`config.mk`:
```
export PLATFORM = sky130hd
export DESIGN_NAME = cache_mem_arbiter
export DESIGN_NICKNAME = d
export VERILOG_FILES = /design/src/rtl/arb_pkg.sv /design/src/rtl/cpu_types_pkg.sv /design/src/rtl/rr_picker.sv /design/src/rtl/cache_mem_arbiter.sv
export SDC_FILE = /design/constraint.sdc
export NUM_CORES = 1
export LEC_CHECK = 0
export CAP_MARGIN = 20
export CORE_AREA = 2 2 168 170
export CTS_CLUSTER_SIZE = 20
export DETAILED_ROUTE_END_ITERATION = 12
export DIE_AREA = 0 0 170 172
export PLACE_DENSITY = 0.48
export SYNTH_ARGS = -nofsm -noshare
export SYNTH_HDL_FRONTEND = slang
export SYNTH_SLANG_ARGS = --single-unit
```
`constraint.sdc`:
```
create_clock -name CLK -period 2.4 [get_ports CLK]
set_input_delay 0.48 -clock CLK [delete_from_list [all_inputs] [get_ports CLK]]
set_output_delay 0.48 -clock CLK [all_outputs]
set_load 0.02 [all_outputs]
```
`src/rtl/arb_pkg.sv`:
```
// arb_pkg: arbiter state, requester class and grant record types
package arb_pkg;
  localparam int CORE_W = 8;
  typedef enum logic {IDLE, ACCESS} arb_state_t;
  typedef enum logic {CLS_D, CLS_I} arb_class_t;
  typedef struct packed {
    arb_class_t         cls;
    logic [CORE_W-1:0]  core;
  } grant_t;
  function automatic logic [CORE_W-1:0] rr_next(input logic [CORE_W-1:0] idx, input int n);
    return (int'(idx) == n - 1) ? '0 : idx + 1'b1;
  endfunction
endpackage

```
`src/rtl/cpu_types_pkg.sv`:
```
// cpu_types_pkg: shared CPU word and RAM handshake types
package cpu_types_pkg;
  typedef logic [31:0] word_t;
  typedef enum logic [1:0] {FREE, BUSY, ACCESS, ERROR} ramstate_t;
endpackage

```
`src/rtl/rr_picker.sv`:
```
// rr_picker: rotate-priority encoder, first set request at or after ptr wins
module rr_picker
  import arb_pkg::*;
#(
  parameter int N = 2
) (
  input  logic [N-1:0]      req_i,
  input  logic [CORE_W-1:0] ptr_i,
  output logic              valid_o,
  output logic [CORE_W-1:0] idx_o
);
  always_comb begin
    valid_o = 1'b0;
    idx_o   = '0;
    for (int k = N - 1; k >= 0; k--) begin
      if (req_i[(int'(ptr_i) + k) % N]) begin
        valid_o = 1'b1;
        idx_o   = CORE_W'((int'(ptr_i) + k) % N);
      end
    end
  end
endmodule

```
`src/rtl/cache_mem_arbiter.sv`:
```
// cache_mem_arbiter: shares one RAM port among NCORES icache/dcache pairs, dcache first.
// Define ARB_PERF_EN to add per-requester saturating grant counters.
module cache_mem_arbiter
  import arb_pkg::*;
#(
  parameter int NCORES = 2,
  parameter int ADDR_W = 32,
  parameter int DATA_W = 32
) (
  input  logic                     CLK,
  input  logic                     nRST,
  input  logic [NCORES-1:0]        iREN,
  input  logic [NCORES*ADDR_W-1:0] iaddr,
  output logic [NCORES-1:0]        iwait,
  output logic [NCORES*DATA_W-1:0] iload,
  input  logic [NCORES-1:0]        dREN,
  input  logic [NCORES-1:0]        dWEN,
  input  logic [NCORES*ADDR_W-1:0] daddr,
  input  logic [NCORES*DATA_W-1:0] dstore,
  output logic [NCORES-1:0]        dwait,
  output logic [NCORES*DATA_W-1:0] dload,
  output logic                     ramREN,
  output logic                     ramWEN,
  output logic [ADDR_W-1:0]        ramaddr,
  output logic [DATA_W-1:0]        ramstore,
  input  logic [DATA_W-1:0]        ramload,
  input  logic [1:0]               ramstate
`ifdef ARB_PERF_EN
  ,
  output logic [NCORES*32-1:0]     perf_igrant,
  output logic [NCORES*32-1:0]     perf_dgrant
`endif
);
  localparam int IW = NCORES > 1 ? $clog2(NCORES) : 1;
  arb_state_t        state_q, state_d;
  grant_t            grant_q, grant_d;
  logic [CORE_W-1:0] dptr_q, dptr_d, iptr_q, iptr_d, didx, iidx;
  logic [NCORES-1:0] dreq;
  logic [IW-1:0]     gc;
  logic              dv, iv, live, hit;
  assign dreq  = dREN | dWEN;
  assign iload = {NCORES{ramload}};
  assign dload = {NCORES{ramload}};
  assign gc    = grant_q.core[IW-1:0];
  // A granted requester that drops its request aborts the access.
  assign live  = state_q == ACCESS && (grant_q.cls == CLS_D ? dreq[gc] : iREN[gc]);
  assign hit   = live && ramstate == cpu_types_pkg::ACCESS;
  rr_picker #(.N(NCORES)) u_dpick (.req_i(dreq), .ptr_i(dptr_q), .valid_o(dv), .idx_o(didx));
  rr_picker #(.N(NCORES)) u_ipick (.req_i(iREN), .ptr_i(iptr_q), .valid_o(iv), .idx_o(iidx));
  always_comb begin
    state_d  = state_q;
    grant_d  = grant_q;
    dptr_d   = dptr_q;
    iptr_d   = iptr_q;
    iwait    = '1;
    dwait    = '1;
    ramWEN   = live && grant_q.cls == CLS_D && dWEN[gc];
    ramREN   = live && !ramWEN;
    ramaddr  = !live ? '0 : grant_q.cls == CLS_D ? daddr[gc*ADDR_W +: ADDR_W] : iaddr[gc*ADDR_W +: ADDR_W];
    ramstore = (live && grant_q.cls == CLS_D) ? dstore[gc*DATA_W +: DATA_W] : '0;
    if (state_q == IDLE && (dv || iv)) begin
      state_d      = ACCESS;
      grant_d.cls  = dv ? CLS_D : CLS_I;
      grant_d.core = dv ? didx : iidx;
    end else if (state_q == ACCESS && (!live || hit)) begin
      state_d = IDLE;
    end
    if (hit) begin
      dwait[gc] = grant_q.cls == CLS_I;
      iwait[gc] = grant_q.cls == CLS_D;
      dptr_d    = grant_q.cls == CLS_D ? rr_next(grant_q.core, NCORES) : dptr_q;
      iptr_d    = grant_q.cls == CLS_I ? rr_next(grant_q.core, NCORES) : iptr_q;
    end
  end
  always_ff @(posedge CLK or negedge nRST) begin
    if (!nRST) begin
      state_q <= IDLE;
      grant_q <= '0;
      dptr_q  <= '0;
      iptr_q  <= '0;
    end else begin
      state_q <= state_d;
      grant_q <= grant_d;
      dptr_q  <= dptr_d;
      iptr_q  <= iptr_d;
    end
  end
`ifdef ARB_PERF_EN
  logic [NCORES*32-1:0] perf_i_q, perf_d_q;
  always_ff @(posedge CLK or negedge nRST) begin
    if (!nRST) begin
      perf_i_q <= '0;
      perf_d_q <= '0;
    end else begin
      for (int c = 0; c < NCORES; c++) begin
        if (!iwait[c] && perf_i_q[c*32 +: 32] != '1) perf_i_q[c*32 +: 32] <= perf_i_q[c*32 +: 32] + 32'd1;
        if (!dwait[c] && perf_d_q[c*32 +: 32] != '1) perf_d_q[c*32 +: 32] <= perf_d_q[c*32 +: 32] + 32'd1;
      end
    end
  end
  assign perf_igrant = perf_i_q;
  assign perf_dgrant = perf_d_q;
`endif
endmodule

```
==> impl_metrics.csv <==
group,metric,value,unit
critical_path,critPathLaunchType,"flip-flop",
critical_path,path_max_fanout,8,
timing,fin_crit,2450,ps
logic_synthesis,synth.yosys.warnings,0,
final_layout,diodes,0,
outcome,violations,"setup timing",
critical_path,endpoint_kind,"primary output",
floorplan,core_area,27500,um2
logic_synthesis,yosys-top-cells-area,"buf_4 (36%), mux4_2 (26%), mux2i_1 (12%)",
power_and_ir_drop,p_sw,2.58,mW
power_and_ir_drop,power.leakage,2.31,nW
logic_synthesis,synth_top_cell_area_share,35.6,%
placed_design,io_buffers,271,
final_layout,num-nets-final,734,
cts,cts_max_level,1,
logic_synthesis,synth_top_family_by_area,"buffers and inverters",
grt,grt_usage,8.41,%
logic_synthesis,synth_area,2820,um2
detailed_routing,antenna_left,0,
grt,overflow,0,
logic_synthesis,ys_seq_elements,5,
grt,grt_pass1_wl,18200,um
timing,fin_worst_skew,0.0961,ps
critical_path,required,1920,ps
logic_synthesis,syn-num-nets,556,
power_and_ir_drop,power.internal,3.21,mW
detailed_routing,drtPass1Iterations,4,
floorplan,boundaryPins,432,
critical_path,crit_family,"buffers and inverters",
final_layout,area_delta_synth_final,97.0,%
critical_path,critical-path-max-stage-delay,460,ps
power_and_ir_drop,finalPower,5.79,mW
critical_path,cp_common_cell,"buf_4",
cts,cts_tree,"done",
timing,rsz0062_at_grt,"yes",
logic_synthesis,synth_compound_area_share,2.57,%
final_layout,fillers,3046,
final_layout,drive_above_1_share,31.1,%
cts,numCtsBuffers,3,
logic_synthesis,yosys.area.top_type,"buf_4",
critical_path,crit_path_cell_trace,"buf_4, nor3_4, a21oi_2, a31oi_4, buf_12, buf_8, buf_6, nor2b_1, buf_4",
critical_path,crit_slowest_cell,"dfrtp_2",
cts,clockBufferDepth,2,
floorplan,die_area,29200,um2
power_and_ir_drop,p_seq_share,3.4,%
cts,clkSlewWorstSetupHoldPaths,30,ps
timing,holdWs,484,ps
cts,cts_root_buf,"clkbuf_16",
detailed_routing,remaining_drc_errors,0,
floorplan,initial_core_util,10.3,%
detailed_routing,drt_iter0_drc,34,
timing,tightest_slew,396,ps
detailed_routing,wl_per_cell,16.3,um
detailed_routing,wirelength,13800,um
detailed_routing,vias,2959,
power_and_ir_drop,p_per_area,1040,nW/um2
cts,postCtsHoldBufs,0,
floorplan,die_y,172,um
logic_synthesis,synthAdderAreaFrac,0,%
power_and_ir_drop,p_clk_share,4.7,%
timing,relSlewSlack,73.6,%
floorplan,rows,61,
critical_path,arrival,1970,ps
timing,slew_violations,0,
power_and_ir_drop,peakVddDrop,379,uV
timing,hold_viol,0,
grt,antenna_found_initial,0,
floorplan,die_x,170,um
detailed_routing,viasPerCell,3.50,
critical_path,critPathKind,"flip-flop to primary output",
logic_synthesis,yosys.area_share.simple,16.3,%
timing,tns,-625,ps
logic_synthesis,syn_avg_cell_area,8.77,um2
logic_synthesis,synth.area.mux_share,37.6,%
critical_path,path_buf_inv,5,
logic_synthesis,synth-seq-area-share,4.43,%
grt,grt_pass1_vias,3116,
timing,max_freq,409,MHz
timing,fin_ws,-47.8,ps
power_and_ir_drop,netSwitchingFraction,44.5,%
logic_synthesis,synth_cells,322,
outcome,status,"finished with violations",
grt,grt_max_degree,35,
placed_design,place.gp.congestion,0.747,
placed_design,dp_hpwl,11700,um
cts,clkSinkCount,5,
logic_synthesis,synth_xor_area_share,0,%
job,drv_cap,0,
timing,setup_viol,21,
timing,fin_crit_sh,102,%
cts,clkLatencyLatePin,230,ps
worst_hold_path,hold_path.class,"primary input to asynchronous set/reset pin",
logic_synthesis,yosysUniqueCellTypes,26,
power_and_ir_drop,p_comb_share,91.8,%
## synth_stat cells, drive strengths merged
| cell | n |
|---|---|
| nor2b | 34 |
| clkbuf | 2 |
| nand2 | 2 |
| nor4b | 1 |
| or3 | 1 |
| a31oi | 3 |
| buf | 146 |
| o31ai | 1 |
| nor3 | 3 |
| mux4 | 32 |
| o21ai | 1 |
| a211o | 1 |
| o2bb2ai | 1 |
| nand3 | 3 |
| o21bai | 1 |
| dfrtp | 5 |
| nand2b | 3 |
| or3b | 1 |
| mux2i | 34 |
| a21oi | 2 |
| inv | 2 |
| o22ai | 1 |
| or2 | 1 |
| nor2 | 41 |
## power groups by stage
stage	registers [mW]	logic, mW	clock network (mW)
floorplan	0.159	2.87	0
global route	0.209	5.68	0.288
detailed placement	0.195	4.68	0
global placement	0.198	4.72	0
CTS	0.198	5.02	0.278
finish	0.198	5.32	0.275
## path summary, 6_finish.rpt
| check | startpoint | to | slack [ps] | depth (start not counted) |
|---|---|---|---|---|
| max | grant_q[8]$_DFFE_PN0P_ | ramaddr[31] | -50 | 9 |
| min | nRST | gc$_DFFE_PN0P_ | 480 | 1 |
| max reg2reg | grant_q[8]$_DFFE_PN0P_ | iptr_q[0]$_DFFE_PN0P_ | 720 | 6 |
| min reg2reg | iptr_q[0]$_DFFE_PN0P_ | iptr_q[0]$_DFFE_PN0P_ | 510 | 2 |
| max in group asynchronous | nRST | gc$_DFFE_PN0P_ | 1690 | 1 |
| min in group CLK | iptr_q[0]$_DFFE_PN0P_ | iptr_q[0]$_DFFE_PN0P_ | 510 | 2 |
## layout make-up
| type | count | area [um2] | share of cell area (%) |
|---|---|---|---|
| repair buffers | 321 | 3160 | 56.8 |
| multi-input cells | 167 | 1750 | 31.5 |
| flip-flops and latches | 5 | 130 | 2.34 |
| well taps | 346 | 433 | 7.78 |
| inverters | 2 | 7.51 | 0.135 |
| clock buffers | 4 | 78.8 | 1.42 |
## per-stage QoR
stage	setup WS, ps	instances	cell area [um2]	util [%]
2_1_floorplan	458	322	2820	-
3_3_place_gp	-596	819	5150	18.7
3_5_place_dp	-618	819	5150	18.7
4_1_cts	-84.3	836	5370	19.5
5_1_grt	-142	845	5560	20.3
6_report	-47.8	845	5560	20.3
## what timing repair did
action	CTS	global route
pin swaps	3	2
gates resized for setup	184	55
gates cloned	1	1
setup endpoints to repair	69	35
setup buffers	13	9
## state kept, by name (all words and copies together), names as in the netlist
name,flops
grant_q,1
gc,1
state_q,1
iptr_q,1
dptr_q,1
## logic make-up after synthesis
kind of cell | after synthesis
AOI/OAI and AO/OA | 11
muxes | 66
and+or+nand+nor | 90
buffers and inverters | 150
DFF | 5
## layer usage
layer,vias up,wire [um],global-route usage [%]
met5,-,0,0
met4,0,181,1.64
met3,24,1930,4.07
met2,265,7170,16.5
met1,1336,4520,7.87
li1,1334,-,-
## cell usage in the layout, fill, tap and decap left out, types with 2 or more instances in the layout
| master | instances |
|---|---|
| nand2b_1 | 3 |
| buf_8 | 3 |
| inv_1 | 2 |
| nor2_1 | 40 |
| mux2i_1 | 34 |
| buf_6 | 21 |
| clkdlybuf4s15_1 | 4 |
| clkbuf_2 | 8 |
| buf_4 | 43 |
| nor2b_2 | 5 |
| nand3_1 | 3 |
| clkdlybuf4s50_1 | 195 |
| a31oi_1 | 2 |
| dlygate4sd2_1 | 30 |
| nor2b_4 | 13 |
| dfrtp_1 | 3 |
| clkbuf_16 | 4 |
| nor2b_1 | 16 |
| buf_12 | 10 |
| mux4_2 | 32 |
| buf_2 | 5 |
(Power assumes the default switching activity.)
